===== config.mk =====
export PLATFORM = sky130hd
export DESIGN_NAME = uart_rx_fifo_ctrl
export DESIGN_NICKNAME = d
export VERILOG_FILES = /design/src/rtl/uart_pkg.sv /design/src/rtl/uart_rx_fifo.sv /design/src/rtl/uart_rx_fifo_ctrl.sv
export SDC_FILE = /design/constraint.sdc
export NUM_CORES = 1
export LEC_CHECK = 0
export CAP_MARGIN = 20
export CORE_AREA = 2 2 128 130
export DETAILED_ROUTE_END_ITERATION = 10
export DIE_AREA = 0 0 130 132
export GPL_TIMING_DRIVEN = 0
export SYNTH_ARGS = -nofsm -noshare
export SYNTH_HDL_FRONTEND = slang
export SYNTH_SLANG_ARGS = --single-unit

===== constraint.sdc =====
create_clock -name clk -period 2.6 [get_ports clk]
set_input_delay 0.52 -clock clk [delete_from_list [all_inputs] [get_ports clk]]
set_output_delay 0.52 -clock clk [all_outputs]
set_load 0.005 [all_outputs]

===== src/rtl/uart_pkg.sv =====
// Shared UART receive-path definitions: trigger-level encodings, byte width,
// baud divisor and the character-timeout state type.
package uart_pkg;

   localparam int BYTE_W  = 8;
   localparam int DIVISOR = 286;

   typedef enum logic [1:0] {
      TRIG_1  = 2'd0,
      TRIG_4  = 2'd1,
      TRIG_8  = 2'd2,
      TRIG_14 = 2'd3
   } trig_e;

   typedef enum logic [1:0] {
      TO_IDLE,
      TO_COUNT,
      TO_EXPIRED
   } to_state_e;

   function automatic logic [4:0] trig_threshold(input logic [1:0] sel);
      case (trig_e'(sel))
         TRIG_1:  return 5'd1;
         TRIG_4:  return 5'd4;
         TRIG_8:  return 5'd8;
         default: return 5'd14;
      endcase
   endfunction

endpackage


===== src/rtl/uart_rx_fifo.sv =====
// Plain synchronous DEPTH x BYTE_W FIFO with push/pop/clear and an occupancy
// counter; the caller guarantees no push when full unless it also pops.
module uart_rx_fifo
   import uart_pkg::*;
#(
   parameter  int DEPTH = 16,
   localparam int AW    = $clog2(DEPTH),
   localparam int LW    = $clog2(DEPTH + 1)
) (
   input  logic              clk,
   input  logic              rst,
   input  logic              clr,
   input  logic              push,
   input  logic              pop,
   input  logic [BYTE_W-1:0] wr_data,
   output logic [BYTE_W-1:0] rd_data,
   output logic [LW-1:0]     level
);

   logic [BYTE_W-1:0] mem [DEPTH];
   logic [AW-1:0]     wr_ptr_reg;
   logic [AW-1:0]     rd_ptr_reg;
   logic [LW-1:0]     level_reg;

   always_ff @(posedge clk) begin
      if (push) mem[wr_ptr_reg] <= wr_data;
   end

   // Pointers wrap naturally; full vs. empty is decided by level_reg alone.
   always_ff @(posedge clk) begin
      if (rst || clr) begin
         wr_ptr_reg <= '0;
         rd_ptr_reg <= '0;
         level_reg  <= '0;
      end else begin
         if (push) wr_ptr_reg <= wr_ptr_reg + AW'(1);
         if (pop)  rd_ptr_reg <= rd_ptr_reg + AW'(1);
         if (push && !pop)      level_reg <= level_reg + LW'(1);
         else if (!push && pop) level_reg <= level_reg - LW'(1);
      end
   end

   // Asynchronous head read so a pushed byte is visible together with level.
   assign rd_data = (level_reg != '0) ? mem[rd_ptr_reg] : '0;
   assign level   = level_reg;

endmodule


===== src/rtl/uart_rx_fifo_ctrl.sv =====
// Receive FIFO controller: rx_valid edge capture, overrun, RDA interrupt and,
// when UART_RX_TIMEOUT_EN is defined, the character-timeout interrupt.
module uart_rx_fifo_ctrl
   import uart_pkg::*;
#(
   parameter int DEPTH         = 16,
   parameter int CHAR_CLKS     = 2860,
   parameter int TIMEOUT_CHARS = 4
) (
   input  logic              clk,
   input  logic              rst,
   input  logic [BYTE_W-1:0] rx_data,
   input  logic              rx_valid,
   input  logic              rd_strobe,
   input  logic              lsr_rd,
   input  logic              fifo_en,
   input  logic              fifo_clr,
   input  logic [1:0]        trig_lvl,
   output logic [BYTE_W-1:0] rd_data,
   output logic              data_ready,
   output logic              overrun,
   output logic              irq_rda,
   output logic              irq_timeout,
   output logic [4:0]        level
);

   localparam int LVL_W = $clog2(DEPTH + 1);

   logic             rx_valid_reg;
   logic             fifo_en_reg;
   logic             overrun_reg;
   logic             irq_rda_reg;
   logic [LVL_W-1:0] fifo_level;
   logic             push_req, flush, full, pop, push_ok, overrun_set;

   assign push_req    = rx_valid & ~rx_valid_reg;
   assign flush       = fifo_clr | (fifo_en != fifo_en_reg);
   assign full        = fifo_en ? (fifo_level == LVL_W'(DEPTH)) : (fifo_level != '0);
   assign pop         = rd_strobe & (fifo_level != '0) & ~flush;
   // A pop frees the slot the incoming byte needs, even when full.
   assign push_ok     = push_req & ~flush & (~full | pop);
   assign overrun_set = push_req & ~flush & full & ~pop;

   uart_rx_fifo #(.DEPTH(DEPTH)) u_fifo (
      .clk     (clk),
      .rst     (rst),
      .clr     (flush),
      .push    (push_ok),
      .pop     (pop),
      .wr_data (rx_data),
      .rd_data (rd_data),
      .level   (fifo_level)
   );

   always_ff @(posedge clk) begin
      fifo_en_reg <= fifo_en;
      if (rst) begin
         rx_valid_reg <= 1'b0;
         overrun_reg  <= 1'b0;
         irq_rda_reg  <= 1'b0;
      end else begin
         rx_valid_reg <= rx_valid;
         if (overrun_set) overrun_reg <= 1'b1;
         else if (lsr_rd) overrun_reg <= 1'b0;
         irq_rda_reg <= fifo_en ? (level >= trig_threshold(trig_lvl)) : (level != 5'd0);
      end
   end

   assign level      = 5'(fifo_level);
   assign data_ready = (fifo_level != '0);
   assign overrun    = overrun_reg;
   assign irq_rda    = irq_rda_reg;

`ifdef UART_RX_TIMEOUT_EN
   localparam int TO_MAX = TIMEOUT_CHARS * CHAR_CLKS;
   localparam int CNT_W  = $clog2(TO_MAX + 1);

   to_state_e        state_reg, state_next;
   logic [CNT_W-1:0] cnt_reg, cnt_next;
   logic             irq_to_reg, irq_to_next;

   always_ff @(posedge clk) begin
      if (rst) begin
         state_reg  <= TO_IDLE;
         cnt_reg    <= '0;
         irq_to_reg <= 1'b0;
      end else begin
         state_reg  <= state_next;
         cnt_reg    <= cnt_next;
         irq_to_reg <= irq_to_next;
      end
   end

   always_comb begin
      state_next  = state_reg;
      cnt_next    = cnt_reg;
      irq_to_next = irq_to_reg;
      if (flush || !fifo_en || fifo_level == '0) begin
         state_next  = TO_IDLE;
         cnt_next    = '0;
         irq_to_next = 1'b0;
      end else if (pop) begin
         cnt_next    = '0;
         irq_to_next = 1'b0;
         state_next  = (fifo_level == LVL_W'(1) && !push_ok) ? TO_IDLE : TO_COUNT;
      end else if (push_ok) begin
         // Restart the idle window; an already raised interrupt stays up.
         cnt_next   = '0;
         state_next = TO_COUNT;
      end else begin
         unique case (state_reg)
            TO_IDLE, TO_COUNT: begin
               cnt_next   = cnt_reg + CNT_W'(1);
               state_next = TO_COUNT;
               if (cnt_reg == CNT_W'(TO_MAX - 1)) begin
                  state_next  = TO_EXPIRED;
                  irq_to_next = 1'b1;
               end
            end
            default: ;
         endcase
      end
   end

   assign irq_timeout = irq_to_reg;
`else
   logic unused_timeout_cfg;
   assign unused_timeout_cfg = ^{CHAR_CLKS, TIMEOUT_CHARS};
   assign irq_timeout        = 1'b0;
`endif

endmodule


======== Word-level counts from Yosys, hierarchy flattened ========
Memory sizes are Yosys's and may differ from the RTL's. A register that Yosys moved wholly into a read port is not among the register bits.
Cells that the tools add are included.
cells by class
  add/subtract/negate cells ............... 4
  order comparisons ....................... 1
  equal/unequal tests ..................... 4
  multiplexer cells ....................... 13
  bitwise operators ....................... 13
  reductions and logical operators ........ 9
operators with widths
  kind                 number
  $mux 5               3
  $pmux 4 s3           1
  $add 4x1->4 const B  2
  $mux 4               2
  $mux 8               1
  $and 1x1->1          7
  $mux 1               6
  $add 5x1->5 const B  1
  $eq 5x5->1 const B   1
  $ge 5x5->1           1
  $reduce_bool 5->1    1
  $sub 5x1->5 const B  1
  $not 1->1            4
  $reduce_bool 2->1    2
  $eq 2x1->1 const B   1
  $eq 2x2->1 const B   1
  $logic_and 1x1->1    2
  $logic_not 1->1      2
  $logic_not 2->1      1
  $or 1x1->1           2
  $logic_or 1x1->1     1
  $ne 1x1->1           1
storage, ports and cells
  register bits after elaboration ......... 17
  memory bits (writable) .................. 128
  input bits .............................. 17
  output and inout port bits .............. 17
  word-level logic and storage cells ...... 52
  memories ................................ 1
memory list
  memory      words  bits a word  read ports  clocked after Yosys merged registers in  write ports  line                source
  u_fifo.mem  16     8            1           1                                        1            uart_rx_fifo.sv:20  logic [BYTE_W-1:0] mem [DEPTH];

======== Depth between registers and ports, before layout ========
  depth after elaboration ................. 10
  gate-level depth with buffers ........... 12
  mapped depth without buffers ............ 11

======== Modules after synthesis ========
A second synthesis with hierarchy kept.
second synthesis, totals
  cell total of the unflattened synthesis .. 331
  area, all modules ....................... 6221.0 um2
modules (own cells, without submodules)
  module             times used  cells an instance  area each (um2)  sequential area each (um2)
  uart_rx_fifo       1           297                5905.7           4184.0
  uart_rx_fifo_ctrl  1           34                 315.3            80.1

======== Worst setup path after synthesis ========
OpenSTA, ideal clock, no wires.
  path type ............................... flip-flop to flip-flop
  from .................................... register u_fifo.level_reg[0] (netlist: u_fifo.level[0])
  to ...................................... memory u_fifo.mem[0][0] (enable)
  library setup time ...................... 0.398 ns
  data arrival time ....................... 2.294 ns
  required time ........................... 2.202 ns
  slack ................................... -0.092 ns
  cell stages (with the launch flop) ...... 6
  path buffers ............................ 1
  clock period less this slack ............ 2.692 ns
  path through ............................ dfxtp_1 > nor4_2 > mux2i_1 > nand2_1 > buf_2 > nor4b_1
on the way
  cells in the longest elaborated chain, start to end .. 7
  elaborated cells on any way between the ends .. 10
  classes of those cells .................. eq/ne: 1; mux: 3; bitwise: 5; reduce/logical: 1
RTL lines
  what                                                    line                                              source
  start: declaration                                      uart_rx_fifo.sv:23                                logic [LW-1:0] level_reg;
  start signal: assignment                                uart_rx_fifo.sv:38                                if (push && !pop) level_reg <= level_reg + LW'(1);
  start signal: assignment                                uart_rx_fifo.sv:39                                else if (!push && pop) level_reg <= level_reg - LW'(1);
  $reduce_bool 5->1 / $eq 5x5->1 (equally long branches)  uart_rx_fifo_ctrl.sv:38, uart_rx_fifo_ctrl.sv:39
  $and 1x1->1 / $mux 1 (equally long branches)            uart_rx_fifo_ctrl.sv:39, uart_rx_fifo_ctrl.sv:38
  $and 1x1->1 / $not 1->1 (equally long branches)         uart_rx_fifo_ctrl.sv:39, uart_rx_fifo_ctrl.sv:41
  $or 1x1->1 (*)                                          uart_rx_fifo_ctrl.sv:41                           assign push_ok = push_req & ~flush & (~full | pop);
  $and 1x1->1 (*)                                         uart_rx_fifo_ctrl.sv:41
  $mux 1 (*)                                              uart_rx_fifo.sv:26                                if (push) mem[wr_ptr_reg] <= wr_data;
  $mux 1 (not written as such) (*)                        uart_rx_fifo.sv:26
  end: declaration                                        uart_rx_fifo.sv:20
Mark *: on every way between the ends. The rest lies on a longest branch, timed or not.

==> impl_metrics.tcl <==
set metrics [dict create \
    drive_above_1_share_pct 38.0 \
    min-delay-path-class "in -> reg" \
    ios 34 \
    crit_arrival_ns 2.14 \
    largest_reg_flops 128 \
    ys_top_cells_by_area "edfxtp_1 62%, mux4_2 12%, dfxtp_1 6.8%, ha_1 2.6%, a211oi_1 2.2%" \
    synth_area_leader_cell "edfxtp_1" \
    r2r-start "u_fifo.level[1]" \
    die-area_mm2 0.0172 \
    p_leak_nw 2.68 \
    pwr-share-seq_pct 48.7 \
    die_x_um 130 \
    synthFlopType "edfxtp_1" \
    synth-edff-count 128 \
    clock-root-buffer "clkbuf_16" \
    placed_cells 616 \
    gp_congestion 0.825 \
    vias 3457 \
    area_growth_pct 29.8 \
    powerDensity_mw_per_mm2 665 \
    core_mm2 0.0157 \
    antenna_found_initial 0 \
    cts_tree "built" \
    ys_async_sr_fraction_pct 0 \
    r2r-end "u_fifo.level[3]" \
    startpoint_type "register" \
    p_clk_share_pct 47.8 \
    numPortBuffers 32 \
    cts_hold_buf 0 \
    nets 473 \
    cp.required_ns 2.08 \
    dr.pass1.iters 4 \
    rsz0062_at_grt "yes" \
    fin_hold_ws_ns 0.494 \
    finalHoldViolCount 0 \
    grt_usage_pct 15.7 \
    fin_util_pct 51.2 \
    finalSetupViolCount 5 \
    violations "negative setup slack" \
    initial_core_util_pct 39.5 \
    synth_top_cell_area_share_pct 62.0 \
    yosysWarnings 0 \
    core.rowCount 46 \
    p_sw_share_pct 19.9 \
    postRouteAntennaNets 0 \
    worst_slew_pin_slew_ns 0.737 \
    syn_inst 360 \
    seq_area_frac_synth_pct 68.8 \
    grt_pass1_vias 3633 \
    p_switching_mw 1.06 \
    totalWireLength_um 12900 \
    intPower_mw 4.29 \
    syn_area_per_cell_um2 17.2 \
    fmax_mhz 376 \
    instances_no_fill 671 \
    clk_latency_ns 0.43 \
    grt_max_degree 17 \
    final_common_cell "edfxtp_1" \
    reg2reg_slack_ns 0.12 \
    cts_buffer_depth 2 \
    antennaDiodeCount 0 \
    htree_levels 4 \
    clk_pin_slew_ns 0.06 \
    timing.final.crit_share_pct 102 \
    maxCapViolCount 0 \
    fin_skew_ns 0.00921 \
    dp_hpwl_um 8210 \
    status "complete, but fails checks" \
    drtIter0Drc 339 \
    slew_headroom_pct 50.8 \
    combPwrFrac_pct 3.6 \
    slew_violations 0 \
    drc 0 \
    ir_worst_vdd_uv 482 \
    gr-total-overflow 0 \
    avgViaCountPerCell 5.15 \
    synth_seq_cells 149 \
    grt_pass1_wl_um 20000 \
    wl_per_cell_um 19.2 \
    cp-end-kind "output port" \
    numCtsBuffers 17 \
    synth_area_mm2 0.00620 \
    die_h_um 132 \
    mostFrequentLayoutCells "128 x edfxtp_1, 32 x mux4_2, 31 x buf_4, 23 x clkdlybuf4s50_1, 18 x clkbuf_16" \
    ys_types 47 \
    numClockSinks 149 \
    reg2reg_depth 9 \
    setup_slack_ns -0.0571 \
    path_class "reg -> out" \
    syn_nets 391 \
    endpoint "rd_data[2]" \
    min_period_ns 2.66 \
    cp_max_fo 6 \
]
-- stage by stage --
step / setup slack [ns] / power (mW) / setup TNS [ns] / cell area, µm²
global placement: -1.41 / 2.81 / -110.24 / 6800
detailed placement: -0.843 / 2.82 / -59.75 / 6900
finish: -0.0571 / 5.35 / -0.0919 / 8050
CTS: -0.143 / 5.37 / -0.727 / 7930
floorplan: 0.0221 / 2.72 / 0 / 6210
global route: -0.136 / 5.49 / -0.682 / 8050
-- how the worst min path moves through the flow --
stage / from / to / slack [ns] / depth (start not counted)
after floorplan: u_fifo.rd_ptr_reg[3] / register / 0.46 / 2
after global placement: u_fifo.rd_ptr_reg[3] / u_fifo.rd_ptr_reg[3] / 0.48 / 2
after detailed placement: u_fifo.rd_ptr_reg[3] / u_fifo.rd_ptr_reg[3] / 0.50 / 2
after CTS: fifo_en / fifo_en_reg / 0.49 / 1
after global routing: fifo_en / fifo_en_reg / 0.50 / 1
final: fifo_en / fifo_en_reg / 0.49 / 1
-- worst max-delay path: stages (launching register included) --
cell and delay (ns):
dfxtp_2 0.33, buf_8 0.14, buf_12 0.13, buf_6 0.09, mux4_2 0.49, nor2b_4 0.15, a211oi_2 0.17, a211oi_2 0.07
buf_2 0.15
-- routing by layer --
| layer | GRT usage [%] | vias up | wire length [µm] |
|---|---|---|---|
| li1 | - | 1594 | - |
| met1 | 20.8 | 1777 | 5790 |
| met2 | 25.5 | 72 | 6480 |
| met3 | 4.91 | 14 | 461 |
| met4 | 3.41 | 0 | 130 |
| met5 | 0 | - | 0 |
-- power by group through the flow --
stage / registers (mW) / logic, mW / clock network [mW]
finish: 2.60 / 0.191 / 2.56
global route: 2.60 / 0.208 / 2.68
CTS: 2.60 / 0.183 / 2.58
detailed placement: 2.66 / 0.159 / 0
global placement: 2.66 / 0.151 / 0
floorplan: 2.66 / 0.0680 / 0
-- what timing repair did --
item,in CTS,in global routing
pin swaps,22,18
setup endpoints to repair,73,34
gates cloned,1,1
buffers inserted,14,10
gates resized for setup,96,24
-- synth_stat cells, drive strengths merged, types with 3 or more instances --
library cell  instances
a21oi                 8
dfxtp                21
nor4                  4
nor4b                 3
xor2                  3
edfxtp              128
o21ai                 3
mux4                 32
inv                  14
nand3                 6
clkbuf                7
buf                  13
nor3                  5
a211oi               18
ha                   13
or3                   3
or4                   3
and3                  5
mux2i                12
nand2                 7
nor2                 17
nor2b                12
-- layout make-up --
cell class / instances / area [µm²]
fillers: 1280 / 7660
clock inverters: 13 / 179
well taps: 216 / 270
multi-input cells: 177 / 2080
plain buffers: 18 / 181
inverters: 14 / 57.6
flip-flops and latches: 149 / 4280
clock buffers: 19 / 433
repair buffers: 65 / 577
-- cells by family (layout without fill, tap and decap cells) --
group | after synthesis | count (layout) | synth area share, %
other cells | 1 | 1 | 0.0605
buf+inv | 34 | 129 | 2.52
flops | 149 | 149 | 68.8
simple gates | 72 | 72 | 6.46
xor+xnor | 5 | 5 | 0.827
compound gates | 40 | 40 | 4.70
fa+ha+maj | 14 | 14 | 2.95
mux | 45 | 45 | 13.7
No activity file was read; power rests on OpenSTA's default activity.
